[src/rtl/instruction_fetch_pkg.sv]
// rtl/instruction_fetch_pkg.sv - shared types and constants for the instruction fetch front end
// Purpose: fetch FSM state encoding, default NOP word, PC increment and word-alignment helper.
package instruction_fetch_pkg;

  typedef enum logic [1:0] {
    FETCH_IDLE,
    FETCH_BUSY,
    FETCH_DRAIN
  } fetch_state_t;

  localparam logic [31:0] DEFAULT_NOP_INSTR = 32'h0000_0013;  // addi x0,x0,0
  localparam logic [31:0] PC_INCR           = 32'd4;

  // Instruction addresses are always word aligned.
  function automatic logic [31:0] word_align(input logic [31:0] addr);
    return addr & ~32'h3;
  endfunction

endpackage

[src/rtl/instruction_fetch_branch_target.sv]
// rtl/instruction_fetch_branch_target.sv - redirect detection and target address computation
// Purpose: decides whether the PC must be redirected and computes the word-aligned target.
// Ports:
//   control_branch, branch_taken  conditional branch and its compare result
//   jal_en, jalr_branch           unconditional jumps
//   branch_pc                     PC of the redirecting instruction
//   imm                           B-type offset[12:1] or I-type immediate
//   imm_U_J                       J-type offset[20:1]
//   rs1_data                      JALR base register
//   redirect                      PC must load target this cycle
//   target                        word-aligned next PC (priority jalr > jal > branch)
module instruction_fetch_branch_target
  import instruction_fetch_pkg::*;
(
  input  logic        control_branch,
  input  logic        branch_taken,
  input  logic        jal_en,
  input  logic        jalr_branch,
  input  logic [31:0] branch_pc,
  input  logic [11:0] imm,
  input  logic [19:0] imm_U_J,
  input  logic [31:0] rs1_data,
  output logic        redirect,
  output logic [31:0] target
);

  logic [31:0] jalr_sum;
  logic [31:0] jal_sum;
  logic [31:0] br_sum;
  logic [31:0] raw_target;

  assign jalr_sum = rs1_data + {{20{imm[11]}}, imm};
  assign jal_sum  = branch_pc + {{11{imm_U_J[19]}}, imm_U_J, 1'b0};
  assign br_sum   = branch_pc + {{19{imm[11]}}, imm, 1'b0};

  assign redirect = jalr_branch | jal_en | (control_branch & branch_taken);

  always_comb begin
    raw_target = br_sum;
    if (jalr_branch) begin
      raw_target = jalr_sum & ~32'h1;
    end else if (jal_en) begin
      raw_target = jal_sum;
    end
  end

  // A misaligned computed target is silently forced onto a word boundary.
  assign target = word_align(raw_target);

endmodule

[src/rtl/instruction_fetch.sv]
// rtl/instruction_fetch.sv - RV32I fetch stage: PC, imem handshake and one-entry fetch slot
// Purpose: fetches one instruction per cycle from imem and presents it to the decoder.
// Ports:
//   clk, reset                     clock, synchronous active-high reset
//   stall                          decoder cannot accept; hold the slot
//   control_branch .. rs1_data     redirect controls and operands
//   imem_req, imem_addr            memory request and word address
//   imem_ready, imem_rdata         memory response
//   instr, instr_pc, instr_valid   fetch slot towards the decoder
module instruction_fetch
  import instruction_fetch_pkg::*;
#(
  parameter logic [31:0] RESET_PC  = 32'h0000_0000,
  parameter logic [31:0] NOP_INSTR = DEFAULT_NOP_INSTR
) (
  input  logic        clk,
  input  logic        reset,
  input  logic        stall,
  input  logic        control_branch,
  input  logic        branch_taken,
  input  logic        jal_en,
  input  logic        jalr_branch,
  input  logic [31:0] branch_pc,
  input  logic [11:0] imm,
  input  logic [19:0] imm_U_J,
  input  logic [31:0] rs1_data,
  output logic        imem_req,
  output logic [31:0] imem_addr,
  input  logic        imem_ready,
  input  logic [31:0] imem_rdata,
  output logic [31:0] instr,
  output logic [31:0] instr_pc,
  output logic        instr_valid
);

  fetch_state_t state;
  logic [31:0]  pc;
  logic [31:0]  req_addr;
  logic         redirect;
  logic [31:0]  target;
  logic         can_issue;

  instruction_fetch_branch_target u_branch_target (
    .control_branch (control_branch),
    .branch_taken   (branch_taken),
    .jal_en         (jal_en),
    .jalr_branch    (jalr_branch),
    .branch_pc      (branch_pc),
    .imm            (imm),
    .imm_U_J        (imm_U_J),
    .rs1_data       (rs1_data),
    .redirect       (redirect),
    .target         (target)
  );

  // The slot is free if empty or being consumed by the decoder this cycle.
  assign can_issue = !instr_valid || !stall;

  // Request is combinational so a zero-latency memory sustains one fetch per cycle.
  always_comb begin
    imem_req  = 1'b0;
    imem_addr = pc;
    if (reset) begin
      imem_req  = 1'b0;
      imem_addr = RESET_PC;
    end else begin
      case (state)
        FETCH_IDLE: begin
          imem_req  = can_issue && !redirect;
          imem_addr = pc;
        end
        FETCH_BUSY, FETCH_DRAIN: begin
          imem_req  = 1'b1;
          imem_addr = req_addr;
        end
        default: begin
          imem_req  = 1'b0;
          imem_addr = pc;
        end
      endcase
    end
  end

  always_ff @(posedge clk) begin
    if (reset) begin
      state       <= FETCH_IDLE;
      pc          <= RESET_PC;
      req_addr    <= RESET_PC;
      instr       <= NOP_INSTR;
      instr_pc    <= 32'h0;
      instr_valid <= 1'b0;
    end else begin
      // Default: the decoder drains the slot; fill or redirect below override this.
      if (instr_valid && !stall) begin
        instr_valid <= 1'b0;
      end

      if (redirect) begin
        pc          <= target;
        instr_valid <= 1'b0;
        instr       <= NOP_INSTR;
      end

      case (state)
        FETCH_IDLE: begin
          if (!redirect && imem_req) begin
            if (imem_ready) begin
              instr       <= imem_rdata;
              instr_pc    <= pc;
              instr_valid <= 1'b1;
              pc          <= pc + PC_INCR;
            end else begin
              req_addr <= pc;
              state    <= FETCH_BUSY;
            end
          end
        end
        FETCH_BUSY: begin
          if (redirect) begin
            // The in-flight response belongs to the wrong path and is dropped.
            state <= imem_ready ? FETCH_IDLE : FETCH_DRAIN;
          end else if (imem_ready) begin
            instr       <= imem_rdata;
            instr_pc    <= req_addr;
            instr_valid <= 1'b1;
            pc          <= pc + PC_INCR;
            state       <= FETCH_IDLE;
          end
        end
        FETCH_DRAIN: begin
          if (imem_ready) begin
            state <= FETCH_IDLE;
          end
        end
        default: begin
          state <= FETCH_IDLE;
        end
      endcase
    end
  end

endmodule

[config.mk]
export PLATFORM = sky130hd
export DESIGN_NAME = instruction_fetch
export DESIGN_NICKNAME = d
export VERILOG_FILES = /design/src/rtl/instruction_fetch_pkg.sv /design/src/rtl/instruction_fetch_branch_target.sv /design/src/rtl/instruction_fetch.sv
export SDC_FILE = /design/constraint.sdc
export NUM_CORES = 1
export LEC_CHECK = 0
export CELL_PAD_IN_SITES_DETAIL_PLACEMENT = 0
export CELL_PAD_IN_SITES_GLOBAL_PLACEMENT = 1
export CORE_MARGIN = 5
export CORE_UTILIZATION = 40
export CTS_CLUSTER_DIAMETER = 150
export CTS_CLUSTER_SIZE = 28
export DETAILED_ROUTE_END_ITERATION = 10
export PLACE_DENSITY = 0.92
export SLEW_MARGIN = 0
export SYNTH_ARGS = -nofsm -noshare
export SYNTH_HDL_FRONTEND = slang
export SYNTH_SLANG_ARGS = --single-unit
[constraint.sdc]
create_clock -name clk -period 10.4 [get_ports clk]
set_input_delay 1.04 -clock clk [delete_from_list [all_inputs] [get_ports clk]]
set_output_delay 1.04 -clock clk [all_outputs]
set_load 0.05 [all_outputs]
* Yosys cells after proc, flatten, opt, wreduce, memory -nomap -nowiden
Cells that the tools add are included.
** Storage, ports and cells
- Word-level logic and storage cells :: 67
- Bits in registers :: 131
- Input bits :: 136
** Cells by class
- Reduce and logical (&&, ||, !) cells :: 13
- Add/sub/neg operators :: 4
- Bitwise logic cells :: 4
- Multiplexer cells :: 33
- Equality and inequality tests :: 7
** Operators with widths (count)
- $mux W32 :: 16
- $pmux W32 S2 :: 3
- $add A32 B32 Y32 :: 3
- $add A32 B3 Y32 const B :: 1
- $mux W2 :: 5
- $ne A2 B2 Y1 const B :: 5
- $mux W1 :: 6
- $pmux W2 S3 :: 1
- $reduce_and A5 Y1 :: 1
- $pmux W1 S2 :: 2
- $logic_and A1 B1 Y1 :: 3
- $logic_not A1 Y1 :: 3
- $reduce_and A3 Y1 :: 1
- $eq A2 B1 Y1 const B :: 1
- $eq A2 B2 Y1 const B :: 1
- $logic_not A2 Y1 :: 1
- $or A1 B1 Y1 :: 2
- $reduce_and A2 Y1 :: 1
- $reduce_bool A2 Y1 :: 1
- $reduce_or A2 Y1 :: 1
- $and A1 B1 Y1 :: 1
- $logic_or A1 B1 Y1 :: 1
- $not A1 Y1 :: 1

* Logic depth before layout (Yosys ltp)
Gate-level depths: netlist (run 1).
- Word-level depth :: 9
- Gate-level depth with buffers :: 16
- Depth with buffers taken out :: 13

* Modules after synthesis
A second synthesis (run 1) with hierarchy kept.
** Second synthesis, totals
- Cells, all modules :: 1269
- Area total of the unflattened synthesis :: 10214.8 um^2
** Modules (own cells, without submodules)
- instruction_fetch :: cells each 811, area an instance 6970.4 um^2, instances 1, sequential area each 2622.5 um^2
- instruction_fetch_branch_target :: cells each 458, area an instance 3244.4 um^2, instances 1, sequential area each 0.0 um^2

* Worst setup path after synthesis (run 1)
Ideal clock, no wire load.
- Path type :: input port to flip-flop
- Start :: input jal_en
- End :: register pc[26]
- Stages on the path :: 13
- Path buffers :: 3
- Setup time :: 115 ps
- Setup slack :: 6196 ps
- Arrival time :: 4089 ps
- Path through :: buf_2 > buf_1 > clkbuf_1 > mux2_2 > ha_1 > nand3_1 > nor3_1 > o21ai_0 > and3_1 > o31a_1 > xnor2_1 > a221o_1 > and2_1
** Between the ends
- Cells in the longest elaborated chain, start to end :: 9
- Elaborated cells between the ends (all ways) :: 14
** RTL lines
- start: declaration :: RTL line instruction_fetch.sv:21 : input logic jal_en,
- $or A1 B1 Y1 (2 in a row) :: RTL line instruction_fetch_branch_target.sv:36 : assign redirect = jalr_branch | jal_en | (control_branch & branch_taken);
- $logic_not A1 Y1 :: RTL line instruction_fetch.sv:69, instruction_fetch.sv:106
- $logic_and A1 B1 Y1 :: RTL line instruction_fetch.sv:69 : imem_req = can_issue && !redirect;
- $pmux W1 S2 :: RTL line instruction_fetch.sv:67 : case (state)
- $mux W1 :: RTL line instruction_fetch.sv:63 : if (reset) begin
- $logic_and A1 B1 Y1 :: RTL line instruction_fetch.sv:106 : if (!redirect && imem_req) begin
- $mux W32 :: RTL line instruction_fetch.sv:106
- $pmux W32 S2 (*) :: RTL line instruction_fetch.sv:104 : case (state)
- end signal: assignment :: RTL line instruction_fetch.sv:99 : pc <= target;
- end signal: assignment :: RTL line instruction_fetch.sv:111 : pc <= pc + PC_INCR;
- end signal: assignment :: RTL line instruction_fetch.sv:126 : pc <= pc + PC_INCR;
- end: declaration :: RTL line instruction_fetch.sv:37 : logic [31:0] pc;
Mark *: on every way between the ends. The rest lies on a longest branch, timed or not.
A chain may end at the register's enable or synchronous reset.

* Worst setup path after layout (run 1)
- Start :: input jal_en
- End :: output imem_req
** Between the ends
- Cells in the longest elaborated chain, start to end :: 6
** RTL lines
- $or A1 B1 Y1 (2 in a row) :: RTL line instruction_fetch_branch_target.sv:36
- $logic_not A1 Y1 :: RTL line instruction_fetch.sv:69
- $logic_and A1 B1 Y1 :: RTL line instruction_fetch.sv:69
- $pmux W1 S2 :: RTL line instruction_fetch.sv:67
- $mux W1 :: RTL line instruction_fetch.sv:63
- end: declaration :: RTL line instruction_fetch.sv:27 : output logic imem_req,
No other way between the ends.

==> PnR_summary.wiki, run 1 <==
{| class="wikitable"
! Metric !! Value
|-
| Status || completed
|-
| Wirelength, routed || approximately 33000 µm
|-
| Clock tree buffer depth || 2
|-
| Post-placement cell area || between 0.01 and 0.015 mm²
|-
| Async set-reset flop share out of synthesis || 0%
|-
| Row cnt || 58
|-
| Worst-case vdd ir drop || between 0.00009 and 0.0001 V
|-
| Cell with the biggest individual delay on the critical path || clkdlybuf4s50_1
|-
| Fraction of layout instances using a drive strength above 1 || 5.181%
|-
| Startpoint type of the worst setup path || input pin
|-
| Data required time of the critical path || approximately 9400 ps
|-
| Leakage power summed over all cells || between 4 and 5 nW
|-
| Clock insertion delay at the later pin of the skew report || 410 ps
|-
| Layout Cell Area excl Fill || around 0.013 mm²
|-
| Hold buffer count at CTS || 0
|-
| End point of the critical path || imem_req
|-
| Area growth, synth to finish || 31.02%
|-
| Max stage delay on crit path || 860 ps
|-
| Clock input transition at the sequential cells of the worst setup and hold paths || 60 ps
|-
| Nets || between 1500 and 2000
|-
| Count of boundary I/O pins || approximately 230
|-
| Core area || ~0.025 mm²
|-
| Quantity of I/O buffers inserted on ports || about 230
|-
| Length in cells of the worst reg-to-reg path || 9
|-
| Violation count after the first detailed-routing iteration || ~990
|-
| Kind of end point of the critical path || output port
|-
| Final worst slack || between 5000 and 6000 ps
|-
| Worst path cell trace || clkdlybuf4s50_1 -> buf_4 -> a211oi_4 -> buf_4 -> a31oi_1 -> nand2b_1 -> inv_2 -> clkdlybuf4s50_1
|-
| Sequential area share after synthesis || about 26%
|-
| Worst slack on hold paths || 468.0 ps
|-
| Die width || about 170 µm
|-
| Data arrival time of the critical path || 4290 ps
|-
| Type of the worst setup path || input pin to output port
|-
| Worst setup slack before clock tree synthesis || just under 5000 ps
|-
| Synth Area in Compound Gates || 29.34%
|-
| Clock tree from TritonCTS || yes
|-
| Mean number of vias per cell || between 5 and 6
|-
| Relative slew slack || about 14%
|-
| Number of failing hold endpoints at the final stage || 0
|-
| Transition time at the pin with the least slew margin || between 1000 and 1500 ps
|-
| Antenna violations before repair || 0
|-
| Number of detailed-routing iterations run before antenna repair || 6
|-
| Aggregate negative setup slack || 0 ps
|-
| Worst-path maximum fanout || 24
|-
| Unrepaired setup endpoints after global routing || no
|-
| First element of the critical path || jal_en
|-
| Max Transition Viols Final || 0
|-
| First-pass GRT wire length || 52310 µm
|-
| Combinational family with the most area after synthesis || compound AO/OA/AOI/OAI gates
|-
| Number of remaining DRC errors || 0
|-
| Power density normalized to cell area || around 130 mW/mm²
|-
| Number of global-route vias before repair || just over 10000
|-
| Post-Synth Adder-Cell Area || 8.046%
|-
| Synthesized netlist cell count || about 1400
|-
| Number of enable-type register cells in the synthesized netlist || 0
|-
| Area of the mapped netlist || 0.01020 mm²
|-
| Ys flop type || dfxtp_1
|-
| Post-synthesis mux area share || under 10%
|-
| Reg-to-reg critical path startpoint || state[1]
|-
| Final worst path period share || approximately half
|-
| Post-route ant nets || 0
|-
| Worst-case clock skew || 7.846 ps
|-
| Setup slack, reg-to-reg || around 6300 ps
|-
| Xor/xnor cell area share of the yosys netlist || under 10%
|-
| Clock net sink count || 131
|-
| Endpoint of the worst-slack reg-to-reg timing path || instr_pc[25]
|-
| Post-layout min period || 5326 ps
|-
| N_diodes || 0
|-
| Via total after detailed routing || roughly 11000
|-
| Yosys warning total || 0
|-
| Total nets after synthesis || between 1500 and 2000
|-
| Max-capacitance violation count || 0
|-
| Buffer type at the clock tree root || clkbuf_16
|-
| RePlAce Congestion || between 0.8 and 0.9
|-
| GR Util All Layers || 21.94%
|-
| Resized Gates After CTS || 0
|-
| Setup Viol. Count Final || 0
|-
| Fill cell instance count of the final layout || roughly 2400
|-
| Synth Area per Inst || about 7.5 µm²
|-
| Worst Hold Class || flip-flop to flip-flop
|-
| Pin count of the biggest net entering global routing || between 80 and 90
|-
| Achievable frequency || about 190 MHz
|-
| Die outline area || between 0.02 and 0.03 mm²
|-
| Htree depth || 4
|-
| HPWL after DPL || 25020 µm
|-
| Count of unique library cells instantiated by Yosys || between 70 and 80
|-
| Postcts setup bufs || 0
|-
| Wire length per cell || around 18 µm
|-
| Die span in y || between 150 and 200 µm
|-
| Global route overflow || 0
|-
| Yosys reg bits || roughly 130
|-
| Inserted Clock Buffers || 17
|-
| Simple-gate share of the synthesized area || between 20% and 30%
|-
| Initial core utilization || between 40% and 50%
|}
-- synth_stat cells, drive strengths merged (19+ instances only) --
cell	number	share of area, %
a21o	29	2.1
o21ai	74	3.6
inv	22	0.81
nand3	26	1.4
nor3	24	1.2
buf	24	1.1
a21oi	161	8.0
a211oi	43	3.2
xor2	19	1.6
clkbuf	70	2.6
dfxtp	131	26
ha	64	7.8
nor2	130	4.8
xnor2	33	2.8
mux2i	67	6.6
nand2	185	6.8
-- state kept, by name, indices dropped and copies added (netlist names) --
register,cells
instr_valid,1
req_addr,32
instr_pc,32
instr,32
pc,32
state,2
-- stage by stage --
stage               utilization, %  power [mW]  std cells
floorplan                        -      0.8764       1359
global placement             50.42       1.038       1842
detailed placement           50.42       1.041       1842
CTS                          53.08       1.714       1874
global route                 53.08       1.788       1874
finish                       53.08       1.709       1874
-- logic make-up (layout without fill, tap and decap cells) --
logic type | Yosys count | in the layout
AO/OA/AOI/OAI | 460 | 460
XOR/XNOR | 52 | 52
adder cells (fa/ha/maj) | 65 | 65
buffers and inverters | 116 | 301
flip-flops | 131 | 131
multiplexers | 77 | 77
AND/OR/NAND/NOR | 458 | 458
-- critical path: cells and delay by family --
family,cells,cell delay [ps]
buf+inv,5,2180
simple gates,1,690
compound gates,2,350
-- where the power goes --
part	internal [mW]	switching, mW
clock	0.447	0.227
combinational	0.207	0.273
sequential	0.520	0.0361
-- per-layer routing --
metal / routed length [µm] / share of wire (%) / global-route usage, % / vias to the layer above
met5: 0 / 0 / 0 / -
met4: 265 / 0.80 / 4.130 / 0
met3: 2573 / 7.8 / 3.005 / 19
met1: 15180 / 46 / 30.52 / 4915
li1: - / - / - / 5350
met2: 15020 / 45 / 36.65 / 393
-- cells in the final DEF, fill, tap and decap left out, drive strengths merged, types with 12 or more instances in the layout --
cell,Yosys,routed
xnor2,33,33
o21ai,74,74
buf,24,16
clkbuf,70,21
and3,17,17
nand2,185,185
nand4,18,18
clkdlybuf4s50,0,231
nor2,130,130
o21bai,12,12
mux2i,67,67
ha,64,64
a211oi,43,43
nor3,24,24
a21oi,161,161
nand3,26,26
a31oi,14,14
inv,22,24
xor2,19,19
o221ai,18,18
nand2b,12,12
dfxtp,131,131
a21o,29,29
-- how the worst min path moves through the flow --
stage | startpoint | end | slack (ps) | cells after the start
finish | instr[6] | instr[6] | 470 | 2
detailed placement | instr[6] | instr[6] | 460 | 2
global route | req_addr[22] | req_addr[22] | 490 | 2
CTS | instr[6] | instr[6] | 470 | 2
global placement | req_addr[18] | req_addr[18] | 450 | 2
floorplan | req_addr[0] | req_addr[0] | 450 | 2
-- layout make-up --
type	count	area (µm²)	area share (%)
flip-flops and latches	131	2623	19.62
well taps	330	412.9	3.089
clock buffers	21	470.5	3.520
repair buffers	247	2432	18.20
clock inverters	11	197.7	1.479
inverters	22	82.58	0.6179
multi-input cells	1112	7147	53.47
Power figures use the tool's default switching activity.
==> run 2, diff against run 1 <==
Settings changed: CORE_UTILIZATION 40 to 33, PLACE_DENSITY 0.92 to 0.82.
Clock period 10.4 ns to 4.7 ns, I/O delays scaled along.
==> PnR_summary.wiki, run 2 (synthesized netlist as in run 1, its figures left out) <==
{| class="wikitable"
! Metric !! Value
|-
| Area growth, synth to finish || 32.39%
|-
| Final Instance Count excl. Fillers || 1951
|-
| Max stage delay on crit path || between 600 and 700 ps
|-
| Unrepaired setup endpoints after global routing || no
|-
| Startpoint type of the worst setup path || input pin
|-
| Mean number of vias per cell || ~5.5
|-
| Layout Cell Area excl Fill || 0.01351 mm²
|-
| Number of failing hold endpoints at the final stage || 0
|-
| Aggregate negative setup slack || 0 ps
|-
| HPWL after DPL || around 27000 µm
|-
| Leakage power summed over all cells || approximately 4.8 nW
|-
| Most congested layer reported by global routing || met2
|-
| Fill cell instance count of the final layout || 3065
|-
| Initial core utilization || approximately a third
|-
| Number of remaining DRC errors || 0
|-
| Relative slew slack || 30.15%
|-
| Die width || 185.8 µm
|-
| Fraction of power spent switching nets || between 30% and 40%
|-
| Power density normalized to cell area || 272.2 mW/mm²
|-
| Postcts setup bufs || 0
|-
| Worst-case clock skew || between 10 and 15 ps
|-
| Leading cell type in the layout, fill and taps excluded || clkdlybuf4s50_1
|-
| Met2 Usage GRT || a little under a third
|-
| Worst-path maximum fanout || 23
|-
| Cell count after placement || approximately 1900
|-
| Count of boundary I/O pins || around 230
|-
| Sequential Area || approximately 0.0026 mm²
|-
| Buffer type at the clock tree root || clkbuf_16
|-
| Length in cells of the worst reg-to-reg path || 9
|-
| Comb power frac || between 20 and 30%
|-
| Number of detailed-routing iterations run before antenna repair || 5
|-
| Transition time at the pin with the least slew margin || 1044 ps
|-
| Final worst path period share || approximately 83%
|-
| Setup Viol. Count Final || 0
|-
| Worst path cell trace || clkdlybuf4s50_1 -> buf_12 -> mux2_2 -> ha_1 -> nand3_1 -> o21ai_1 -> o21ai_1 -> o211a_1 -> o21ai_1 -> a221oi_1 -> xnor2_1 -> a222oi_1 -> o32ai_1
|-
| Clock input transition at the sequential cells of the worst setup and hold paths || about 60 ps
|-
| Clock insertion delay at the later pin of the skew report || between 400 and 500 ps
|-
| Proportion of power drawn by flip-flops and latches || 33.6%
|-
| Htree depth || 4
|-
| Setup slack, reg-to-reg || between 1500 and 2000 ps
|-
| Achievable frequency || roughly 260 MHz
|-
| Worst Hold Class || flip-flop to flip-flop
|-
| Row cnt || 64
|-
| Clock net sink count || approximately 130
|-
| Global route overflow || 0
|-
| Nets || between 1500 and 2000
|-
| Number of global-route vias before repair || around 10000
|-
| N_diodes || 0
|-
| Count of cells along the worst hold path || 2
|-
| GR Util All Layers || ~19%
|-
| Post-layout min period || 3903 ps
|-
| Area used by multi-input combinational logic || slightly above 0.007 mm²
|-
| Antenna violations before repair || 0
|-
| Die span in y || ~190 µm
|-
| Met3 track demand over resource in global routing || under 10%
|-
| Worst-case vdd ir drop || 0.0002330 V
|-
| Hold buffer count at CTS || 0
|-
| GR Layer Usage met1 || between 20% and 30%
|-
| Post-route ant nets || 0
|-
| Max Transition Viols Final || 0
|-
| Share of power burned in the clock network || between 30 and 40%
|-
| Utilization after layout || 44.15%
|-
| Violation count after the first detailed-routing iteration || 769
|-
| Post-placement cell area || 0.01290 mm²
|-
| Wirelength, routed || about 35000 µm
|-
| Core area || just over 0.03 mm²
|-
| Status || completed
|-
| Type of the worst setup path || input pin to flip-flop
|-
| Inserted Clock Buffers || 17
|-
| First-pass GRT wire length || ~55000 µm
|-
| Resized Gates After CTS || 0
|-
| Cell with the biggest individual delay on the critical path || clkdlybuf4s50_1
|-
| RePlAce Congestion || between 0.9 and 1
|-
| Most prevalent standard cell on the critical path || o21ai_1
|-
| Clock tree from TritonCTS || yes
|-
| Quantity of I/O buffers inserted on ports || roughly 230
|-
| Clock tree buffer depth || 2
|-
| Fraction of layout instances using a drive strength above 1 || under 10%
|-
| Data required time of the critical path || ~5000 ps
|-
| Worst slack on hold paths || 469.4 ps
|-
| Switching component of the power || ~1.2 mW
|-
| Die outline area || roughly 0.035 mm²
|-
| Pin count of the biggest net entering global routing || 48
|-
| Top library cells by usage in the layout, fill and taps aside || clkdlybuf4s50_1, nand2_1, a21oi_1, dfxtp_1, nor2_1
|-
| Via total after detailed routing || approximately 11000
|-
| Wire length per cell || approximately 18 µm
|-
| Pint || about 2.5 mW
|-
| Kind of end point of the critical path || flip-flop
|-
| Data arrival time of the critical path || 4180 ps
|-
| Max-capacitance violation count || 0
|}
[run 2: changes by cell type in the layout (fill, tap and decap cells not counted)]
cell | previous run | this run
inv_6 | 2 | 1
buf_4 | 16 | 26
clkbuf_8 | 3 | 1
clkinv_2 | 1 | 2
clkinv_4 | 2 | 3
clkinvlp_4 | 1 | 3
bufinv_16 | 5 | 3
buf_12 | 0 | 3
clkdlybuf4s50_1 | 231 | 230
[run 2: layer usage]
layer	part of all wire, %	wire, µm
met1	48	16670
met5	0	0
met3	6.7	2326
met4	1.2	433
met2	44	15280
[run 2: layout make-up]
class                   instances  area share, %
repair buffers                259          18.94
clock inverters                12          1.167
flip-flops and latches        131          19.42
inverters                      22         0.6114
clock buffers                  19          3.280
well taps                     396          3.669
multi-input cells            1112          52.92
[run 2: per-stage QoR]
| stage | setup WS, ps | power, mW |
|---|---|---|
| detailed placement | 403.2 | 2.326 |
| global placement | 439.0 | 2.322 |
| floorplan | 1066 | 1.939 |
| CTS | 833.0 | 3.690 |
| global route | 507.0 | 3.860 |
| finish | 796.9 | 3.676 |
[run 2: power by group through the flow]
stage                     sequential (mW)  clock (mW)  combinational, mW
after floorplan                      1.22           0              0.723
after global placement               1.25           0               1.07
after detailed placement             1.26           0               1.07
after CTS                            1.23        1.38               1.08
after global routing                 1.24        1.44               1.18
final                                1.23        1.36               1.08
[run 2: worst max-delay path: cells and delay by family]
| family | cells | cell delay, ps |
|---|---|---|
| xor gates and xnor gates | 1 | 190 |
| AOI/OAI and AO/OA | 7 | 1870 |
| muxes | 1 | 350 |
| buffers and inverters | 2 | 870 |
| and+or+nand+nor | 1 | 90 |
| adders and majority gates | 1 | 340 |
[run 2: final timing paths]
check,from,end
max,jal_en,pc[28]
min,instr[11],instr[11]
max reg2reg,state[1],instr_pc[15]
min reg2reg,instr[11],instr[11]
